`src/rtl/fibo_word_packer_pkg.sv`:
```
// fibo_word_packer_pkg: shared types and constants for the Fibonacci word packer.
package fibo_word_packer_pkg;
    localparam int FIFO_DEPTH = 2;
    localparam int HIST_FULL = 2;
    localparam int MAX_LANES = 8;
    typedef logic [7:0] term_t;
    typedef struct packed {
        logic [8*MAX_LANES-1:0] data;
        logic                   err;
    } pword_t;
endpackage

```
`src/rtl/fibo_word_fifo2.sv`:
```
// fibo_word_fifo2: two-entry valid/ready FIFO with a registered head entry.
module fibo_word_fifo2
    import fibo_word_packer_pkg::*;
#(
    parameter type T = pword_t
) (
    input  logic       clk,
    input  logic       rst,
    input  logic       clr,
    input  logic       push,
    input  T           push_data,
    input  logic       pop,
    output T           head,
    output logic [1:0] count
);
    T           e0_q, e0_d, e1_q, e1_d;
    logic [1:0] count_q, count_d, c;
    logic       do_pop, do_push;

    always_comb begin
        do_pop = pop && count_q != 2'd0;
        do_push = push && (count_q != 2'(FIFO_DEPTH) || do_pop);
        c = count_q - {1'b0, do_pop};
        e0_d = do_pop ? e1_q : e0_q;
        e1_d = e1_q;
        if (do_push && c == 2'd0) e0_d = push_data;
        if (do_push && c != 2'd0) e1_d = push_data;
        count_d = c + {1'b0, do_push};
        if (clr) begin
            e0_d = '0;
            e1_d = '0;
            count_d = '0;
        end
    end

    always_ff @(posedge clk or posedge rst) begin
        if (rst) begin
            e0_q <= '0;
            e1_q <= '0;
            count_q <= '0;
        end else begin
            e0_q <= e0_d;
            e1_q <= e1_d;
            count_q <= count_d;
        end
    end

    assign head = e0_q;
    assign count = count_q;
endmodule

```
`src/rtl/fibo_word_packer.sv`:
```
// fibo_word_packer: checks Fibonacci byte terms and packs LANES of them per little-endian word.
module fibo_word_packer
    import fibo_word_packer_pkg::*;
#(
    parameter int LANES = 4,
    parameter bit CHECK_EN = 1'b1,
    parameter int ERRCNT_W = 8
) (
    input  logic                 clk,
    input  logic                 rst,
    input  logic                 clr,
    input  logic [7:0]           in_data,
    input  logic                 in_valid,
    output logic                 in_ready,
    output logic [8*LANES-1:0]   out_data,
    output logic                 out_err,
    output logic                 out_valid,
    input  logic                 out_ready,
    output logic                 err_sticky,
    output logic [ERRCNT_W-1:0]  err_cnt,
    output logic [15:0]          word_cnt
);
    localparam int LW = $clog2(LANES);
    localparam int DW = 8 * LANES;
    typedef struct packed {
        logic [DW-1:0] data;
        logic          err;
    } word_t;

    logic [LW-1:0]       lane_q, lane_d;
    logic [DW-1:0]       asm_q, asm_d;
    logic                werr_q, werr_d;
    logic [1:0]          hist_q, hist_d;
    term_t               p1_q, p1_d, p2_q, p2_d, sum;
    logic                sticky_q, sticky_d;
    logic [ERRCNT_W-1:0] ecnt_q, ecnt_d;
    logic [15:0]         wcnt_q, wcnt_d;
    logic                last, accept, mismatch, push;
    logic [1:0]          fifo_count;
    word_t               push_word, head;

    // in_ready looks only at registered state, never at out_ready
    assign last = lane_q == LW'(LANES - 1);
    assign in_ready = !(last && fifo_count == 2'(FIFO_DEPTH));
    assign accept = in_valid && in_ready && !clr;
    assign sum = p1_q + p2_q;
    assign mismatch = CHECK_EN && accept && hist_q == 2'(HIST_FULL) && in_data != sum;
    assign push = accept && last;
    assign push_word = {asm_d, werr_q | mismatch};

    always_comb begin
        asm_d = asm_q;
        if (accept) asm_d[8*lane_q +: 8] = in_data;
        lane_d = accept ? lane_q + 1'b1 : lane_q;
        werr_d = push ? 1'b0 : werr_q | mismatch;
        hist_d = (accept && hist_q != 2'(HIST_FULL)) ? hist_q + 2'd1 : hist_q;
        p1_d = accept ? in_data : p1_q;
        p2_d = accept ? p1_q : p2_q;
        sticky_d = sticky_q | mismatch;
        ecnt_d = (mismatch && ecnt_q != '1) ? ecnt_q + 1'b1 : ecnt_q;
        wcnt_d = push ? wcnt_q + 16'd1 : wcnt_q;
        if (clr) begin
            asm_d = '0;
            lane_d = '0;
            werr_d = 1'b0;
            hist_d = '0;
            p1_d = '0;
            p2_d = '0;
            sticky_d = 1'b0;
            ecnt_d = '0;
            wcnt_d = '0;
        end
    end

    always_ff @(posedge clk or posedge rst) begin
        if (rst) begin
            asm_q <= '0;
            lane_q <= '0;
            werr_q <= 1'b0;
            hist_q <= '0;
            p1_q <= '0;
            p2_q <= '0;
            sticky_q <= 1'b0;
            ecnt_q <= '0;
            wcnt_q <= '0;
        end else begin
            asm_q <= asm_d;
            lane_q <= lane_d;
            werr_q <= werr_d;
            hist_q <= hist_d;
            p1_q <= p1_d;
            p2_q <= p2_d;
            sticky_q <= sticky_d;
            ecnt_q <= ecnt_d;
            wcnt_q <= wcnt_d;
        end
    end

    fibo_word_fifo2 #(.T(word_t)) u_fifo (
        .clk(clk),
        .rst(rst),
        .clr(clr),
        .push(push),
        .push_data(push_word),
        .pop(out_ready),
        .head(head),
        .count(fifo_count)
    );

    assign out_data = head.data;
    assign out_err = head.err;
    assign out_valid = fifo_count != 2'd0;
    assign err_sticky = sticky_q;
    assign err_cnt = ecnt_q;
    assign word_cnt = wcnt_q;
endmodule

```
`config.mk`:
```
export PLATFORM = sky130hd
export DESIGN_NAME = fibo_word_packer
export DESIGN_NICKNAME = d
export VERILOG_FILES = /design/src/rtl/fibo_word_packer_pkg.sv /design/src/rtl/fibo_word_fifo2.sv /design/src/rtl/fibo_word_packer.sv
export SDC_FILE = /design/constraint.sdc
export NUM_CORES = 1
export LEC_CHECK = 0
export ABC_AREA = 1
export BUFFER_PORTS_ARGS = -buffer_cell sky130_fd_sc_hd__buf_2
export CAP_MARGIN = 15
export CORE_UTILIZATION = 35
export CTS_BUF_LIST = sky130_fd_sc_hd__clkbuf_8
export CTS_CLUSTER_DIAMETER = 50
export DETAILED_ROUTE_END_ITERATION = 16
export GPL_ROUTABILITY_DRIVEN = 0
export GPL_TIMING_DRIVEN = 0
export PLACE_DENSITY_LB_ADDON = 0.08
export SYNTH_ARGS = -nofsm -noshare
export SYNTH_HDL_FRONTEND = slang
export SYNTH_SLANG_ARGS = --single-unit
```
`constraint.sdc`:
```
create_clock -name clk -period 5 [get_ports clk]
set_input_delay 0.5 -clock clk [delete_from_list [all_inputs] [get_ports clk]]
set_output_delay 0.5 -clock clk [all_outputs]
set_load 0.01 [all_outputs]
```
== Word-level counts from Yosys, hierarchy flattened ==
Cells that the tools add are included.
Storage, ports and cells
  register bits after elaboration: 146
  input port bits: 13
  output and inout port bits: 60
  logic and storage cells: 81
Operators by class
  $add $sub $neg: 8
  equal/unequal tests: 7
  shift operators: 2
  multiplexer cells: 24
  bitwise gates (word level): 2
  reductions and logical operators: 24
Operators with widths (number)
  $mux 33: 5
  $mux 32: 2
  $mux 8: 6
  $neg 5->34: 1
  $shift 8x34->32 const A: 1
  $shiftx 8x34->32: 1
  $bwmux 32: 1
  $mux 16: 2
  $add 16x1->16 const B: 1
  $reduce_bool 2->1: 7
  $logic_and 1x1->1: 12
  $mux 2: 5
  $add 8x1->8 const B: 1
  $add 8x8->8: 1
  $ne 8x8->1: 1
  $ne 8x8->1 const B: 1
  $eq 2x2->1 const B: 3
  $add 2x1->2 const B: 2
  $ne 2x2->1 const B: 2
  $mux 1: 3
  $reduce_bool 3->1: 1
  $add 2x1->2: 1
  $logic_not 1->1: 2
  $logic_not 2->1: 1
  other kinds (3): 4

== Logic depth before layout (Yosys ltp) ==
  word-level depth: 10
  mapped depth: 18
  gate-level depth less buffers: 18

== Hierarchy ==
A second synthesis with hierarchy kept.
Unflattened totals
  cells, all modules: 925
  area, all modules: 7664.9 um^2
By module, submodules not included
  fibo_word_packer: instances 1, cells an instance 508, area each 4400.5 um^2, sequential area each 1951.9 um^2
  fibo_word_fifo2: instances 1, cells an instance 417, area each 3264.4 um^2, sequential area each 1701.6 um^2

== Worst setup path before layout ==
No wires, ideal clock.
  kind: register to register
  start point: register u_fifo.count_q[1] (netlist: u_fifo.count[1])
  end point: register u_fifo.e0_q, in the netlist u_fifo.head[21]
  library setup time: 0.095 ns
  arrival time: 2.143 ns
  data required time: 4.905 ns
  setup slack: 2.761 ns
  cell stages (with the launch flop): 13
  path buffers: 1
  clock period less this slack: 2.239 ns
  cells stage by stage: dfrtp_1 > or2_2 > nand2_1 > inv_1 > ha_1 > xnor2_1 > nand2_1 > nor2_8 > inv_2 > nand3_2 > nand2_2 > buf_6 > o31ai_1
On the way
  elaborated cells between the ends (all ways): 19
  those cells by class: 1 x add/sub; 2 x eq/ne; 4 x mux; 12 x reduce/logical
RTL lines
  start: declaration: line fibo_word_fifo2.sv:17  | logic [1:0] count_q, count_d, c;
  start signal: assignment: line fibo_word_fifo2.sv:44  | count_q <= count_d;
  $reduce_bool 2->1 (*)
  named net out_valid: line fibo_word_packer.sv:17  | output logic out_valid,
  $logic_and 1x1->1 (*): line fibo_word_fifo2.sv:21  | do_pop = pop && count_q != 2'd0;
  $sub 2x1->2 / $logic_or 1x1->1 (equally long branches): line fibo_word_fifo2.sv:23, fibo_word_fifo2.sv:22
  $logic_not 2->1 / $logic_and 1x1->1 (equally long branches): line fibo_word_fifo2.sv:26, fibo_word_fifo2.sv:22
  $logic_and 1x1->1: line fibo_word_fifo2.sv:26  | if (do_push && c == 2'd0) e0_d = push_data;
  $mux 33: line fibo_word_fifo2.sv:26
  $mux 33: line fibo_word_fifo2.sv:29  | if (clr) begin
  end signal: assignment: line fibo_word_fifo2.sv:38  | e0_q <= '0;
  end signal: assignment: line fibo_word_fifo2.sv:42  | e0_q <= e0_d;
  end: declaration: line fibo_word_fifo2.sv:16  | T e0_q, e0_d, e1_q, e1_d;
The timed path passes the listed nets; every way through them passes the cells marked *.
A chain may end at the register's enable or synchronous reset.

== Final worst setup path ==
  start point: register u_fifo.count_q[1] (netlist: u_fifo.count[1])
  end point: register u_fifo.e0_q, in the netlist u_fifo.head[9]
On the way
  longest elaborated chain between the ends: 10
  elaborated cells between the ends (all ways): 19
  those cells by class: 1 x add/sub; 2 x eq/ne; 4 x mux; 12 x reduce/logical
Ends and longest elaborated chain
  parallel branches: the longest is 10 deep, another holds $sub 2x1->2
Several ways; the timed one is not identified.

==> results.md <==
- The initial core utilization is 0.359.
- At the placement stage, the worst setup path has a slack of approximately 2.3 ns.
- The number of global-route vias before repair came to 5596.
- Once layout is complete, the utilization of the core stands at 0.422.
- The relative max-transition margin is 0.569.
- The post-layout minimum cycle time is 2.70 ns.
- The count of distinct cell types in the synthesized netlist is 39.
- In this run, post-CTS hold repair placed 0 buffers.
- The TritonCTS clock tree is yes.
- The total count of max-transition violations in the final report is 0.
- The detailed-route DRC error count is 0.
- Relative to the synthesized area, the layout overhead comes to 17.4%.
- From bottom edge to top edge, the die measures ~140 um.
- In this run the count of I/O pins placed on the die edge is 73.
- Once layout is done, the placed cells without fillers occupy 0.00826 mm^2.
- The number of nets with antenna violations after routing is 0.
- The clock latency at the later pin of the worst-skew pair is 0.46 ns.
- Input and output buffers added on the ports amount to 71.
- The total via count in the routed design is 5782.
- The maximum number of pins on one net before global-route repair is 82.
- For the pin with the worst max-slew slack, the measured transition is roughly 0.65 ns.
- At the end of the flow, the number of nets in the layout was 972.
- The longest clock path from root to sink contains 2 buffers.
- Of all cell types, the one taking the most synthesized area is sky130_fd_sc_hd__dfrtp_1.
- After detailed routing, the average wire length per cell comes to around 15 um.
- The total routed wirelength is 18700 um.
- The final number of hold-violating endpoints is 0.
- By area the synthesized netlist is led by sky130_fd_sc_hd__dfrtp_1, sky130_fd_sc_hd__nand2_1, sky130_fd_sc_hd__o21ai_0.
- Across the run, the number of max-cap violations was 0.
- The total overflow reported by the global router is 0.
- After clock tree synthesis, the repair step resized 0 gates.
- In the finished design, the share of the clock period the worst path needs comes to 0.541.
- The CTS clock-pin slew for the worst setup and hold paths is around 0.080 ns.
- The placeable core region is 0.0196 mm^2.
- The floorplan row count is 51.
- sky130_fd_sc_hd__nand2_1 is the most common cell in the netlist.
- In this run, the number of DRC markers left after iteration 0 of detailed routing was 306.
- STA puts the critical path data arrival time at 3.08 ns.
- For this run, asynchronously set or reset flops after synthesis account for 1.00.
- The flow ran to the end, and the final reports show no timing, DRC or antenna violations.
- The count of buffers added by post-CTS timing repair for setup is 0.
- Setup repair after global routing left no endpoint under its margin.
- The number of antenna diodes in the final layout is 0.
- The worst setup path is launched from a flop.
- The power after layout is 2.71 mW.
- The full die area is just over 0.02 mm^2.
- The number of nets handed over by synthesis was 881.
- The worst flop-to-flop path startpoint is u_fifo.count[1].
- The worst setup path is captured at a flop.
- The areal power density over the cells is 328 mW/mm^2.
- Including well taps, the total number of placed cells is 1186.
- The critical setup path kind is reg2reg.
- In the synthesized netlist, the cells that appear most often are sky130_fd_sc_hd__nand2_1, sky130_fd_sc_hd__dfrtp_1, sky130_fd_sc_hd__o21ai_0.
- The root buffer selected by CTS is sky130_fd_sc_hd__clkbuf_8.
- The proportion of netlist area held by the largest area contributor is 0.519.
- Measured in cells, the most critical reg-to-reg path has a length of 10.
- The slack of the critical path is 2.30 ns.
- The top achievable clock speed is 370 MHz.
- The flop-to-flop setup slack is 2.30 ns.
- The largest fanout on the critical path is 10.
- Counting flops with a built-in enable in the synthesized netlist gives 0.
- After detailed routing, the number of vias per cell comes to 4.75.
- The final hold slack is 0.133 ns.
- The first-pass iteration count of the detailed router is 5.
- Counting the buffers created by CTS gives 17.
- The layout filler cell count is 2074.
- The wire length of the first global-routing pass is 30400 um.
- Across every metal layer, demand over resource in global routing totals 0.197.
- The number of antenna violations at the first check in global routing is 0.
- After the flow finishes, the layout carries non-filler instances totaling 1218.
- For this design the static power due to leakage is 4.25 nW.
- Yosys printed 0 warnings.
- Summed over all failing endpoints, the final setup total negative slack is 0 ns.
- The post-synthesis average cell area is around 8.3 um^2.
- The class of the worst hold path is in2async.
- Detailed placement finished with a half-perimeter wire length of 13400 um.
- The post-synthesis cell area is 0.00704 mm^2.
- In the final layout, the share of cells above drive strength 1 is 0.154.
- The clock drives 146 sinks.
- The floorplan step set the die width to 144 um.
- Across the VDD grid, the largest voltage drop is ~160 uV.
- The post-synthesis instance total is around 850.
- The flip-flop and latch count after synthesis is 146.
- The portion of the post-synthesis area used by sequential elements is 0.519.
- The final setup violation count is 0.
- In the synthesized netlist the dominant register cell turns out to be sky130_fd_sc_hd__dfrtp_1.
- The worst clock skew is 0.0110 ns.
- The endpoint identified for the worst register-to-register timing path is u_fifo.head[9].
- For the worst setup path, the data required time is 5.38 ns.
- Once placement finished, the instance area stood at roughly 0.0078 mm^2.
- The H-tree depth reported by CTS is 4.
==> power by group <==
group          total (mW)  switching (mW)  internal, mW  leakage [nW]
clock network        1.18           0.471         0.707         0.253
registers            1.23          0.0180          1.21          2.02
logic               0.301           0.215        0.0854          1.97
==> cells by family (layout without fill, tap and decap cells) <==
group / Yosys count / in the layout / synth area share
and+or+nand+nor: 359 / 359 / 0.219
AOI/OAI and AO/OA: 174 / 174 / 0.131
DFF: 146 / 146 / 0.519
buffers and inverters: 138 / 242 / 0.0802
adders and majority gates: 19 / 19 / 0.0349
xor gates and xnor gates: 13 / 13 / 0.0162
==> area by class of cell <==
type,count,area [um^2],share of cell area
repair buffers,72,383,0.0463
plain buffers,34,169,0.0204
multi-input cells,565,2820,0.341
clock inverters,14,259,0.0313
clock buffers,18,248,0.0300
flip-flops and latches,146,3650,0.442
inverters,104,400,0.0485
well taps,265,332,0.0401
==> cells in the final DEF, fill, tap and decap left out, types with 8 or more instances in the layout <==
master	n
sky130_fd_sc_hd__a21oi_1	29
sky130_fd_sc_hd__buf_2	83
sky130_fd_sc_hd__clkbuf_1	15
sky130_fd_sc_hd__clkbuf_8	18
sky130_fd_sc_hd__dfrtp_1	146
sky130_fd_sc_hd__ha_1	18
sky130_fd_sc_hd__inv_1	96
sky130_fd_sc_hd__nand2_1	207
sky130_fd_sc_hd__nand3_1	64
sky130_fd_sc_hd__nor2_1	56
sky130_fd_sc_hd__o21ai_0	114
sky130_fd_sc_hd__o21ai_1	9
sky130_fd_sc_hd__o22ai_1	8
sky130_fd_sc_hd__o31ai_1	8
sky130_fd_sc_hd__or2_2	8
==> per-layer routing <==
layer  vias to the layer above  share of wire  routed length [um]  track usage
li1                       2926              -                   -            -
met1                      2779           0.51                9590        0.285
met2                        67           0.45                8420        0.300
met3                        10          0.025                 474       0.0353
met4                         0         0.0098                 182       0.0532
met5                         -              0                   0            0
==> sequential cells by signal, summed over array words and instances, names as in the netlist <==
name	count
err_sticky	1
u_fifo.head	33
hist_q	2
p2_q	8
werr_q	1
asm_q	32
u_fifo.count	2
err_cnt	8
lane_q	2
word_cnt	16
u_fifo.e1_q	33
p1_q	8
==> critical path, stage by stage (launching register included) <==
cell                       delay, ns
sky130_fd_sc_hd__dfrtp_1        0.43
sky130_fd_sc_hd__or2_2          0.32
sky130_fd_sc_hd__nand2_1        0.14
sky130_fd_sc_hd__inv_1          0.06
sky130_fd_sc_hd__ha_1           0.18
sky130_fd_sc_hd__xnor2_1        0.21
sky130_fd_sc_hd__nand2_1        0.19
sky130_fd_sc_hd__nor2_8         0.22
sky130_fd_sc_hd__clkbuf_1       0.45
sky130_fd_sc_hd__o21ai_0        0.22
sky130_fd_sc_hd__o21ai_0        0.19
==> how the worst max path moves through the flow <==
stage	slack [ns]	depth (start not counted)	startpoint	to
final	2.30	10	u_fifo.count[1]	u_fifo.head[9]
after detailed placement	2.25	11	u_fifo.count[1]	u_fifo.head[17]
after floorplan	0.58	1	rst	asm_q[0]
after CTS	2.25	10	u_fifo.count[1]	u_fifo.head[9]
after global routing	2.00	10	lane_q[0]	u_fifo.head[4]
after global placement	-1.46	2	rst	u_fifo.head[14]
Note: power is estimated with default switching activity, not from simulation.
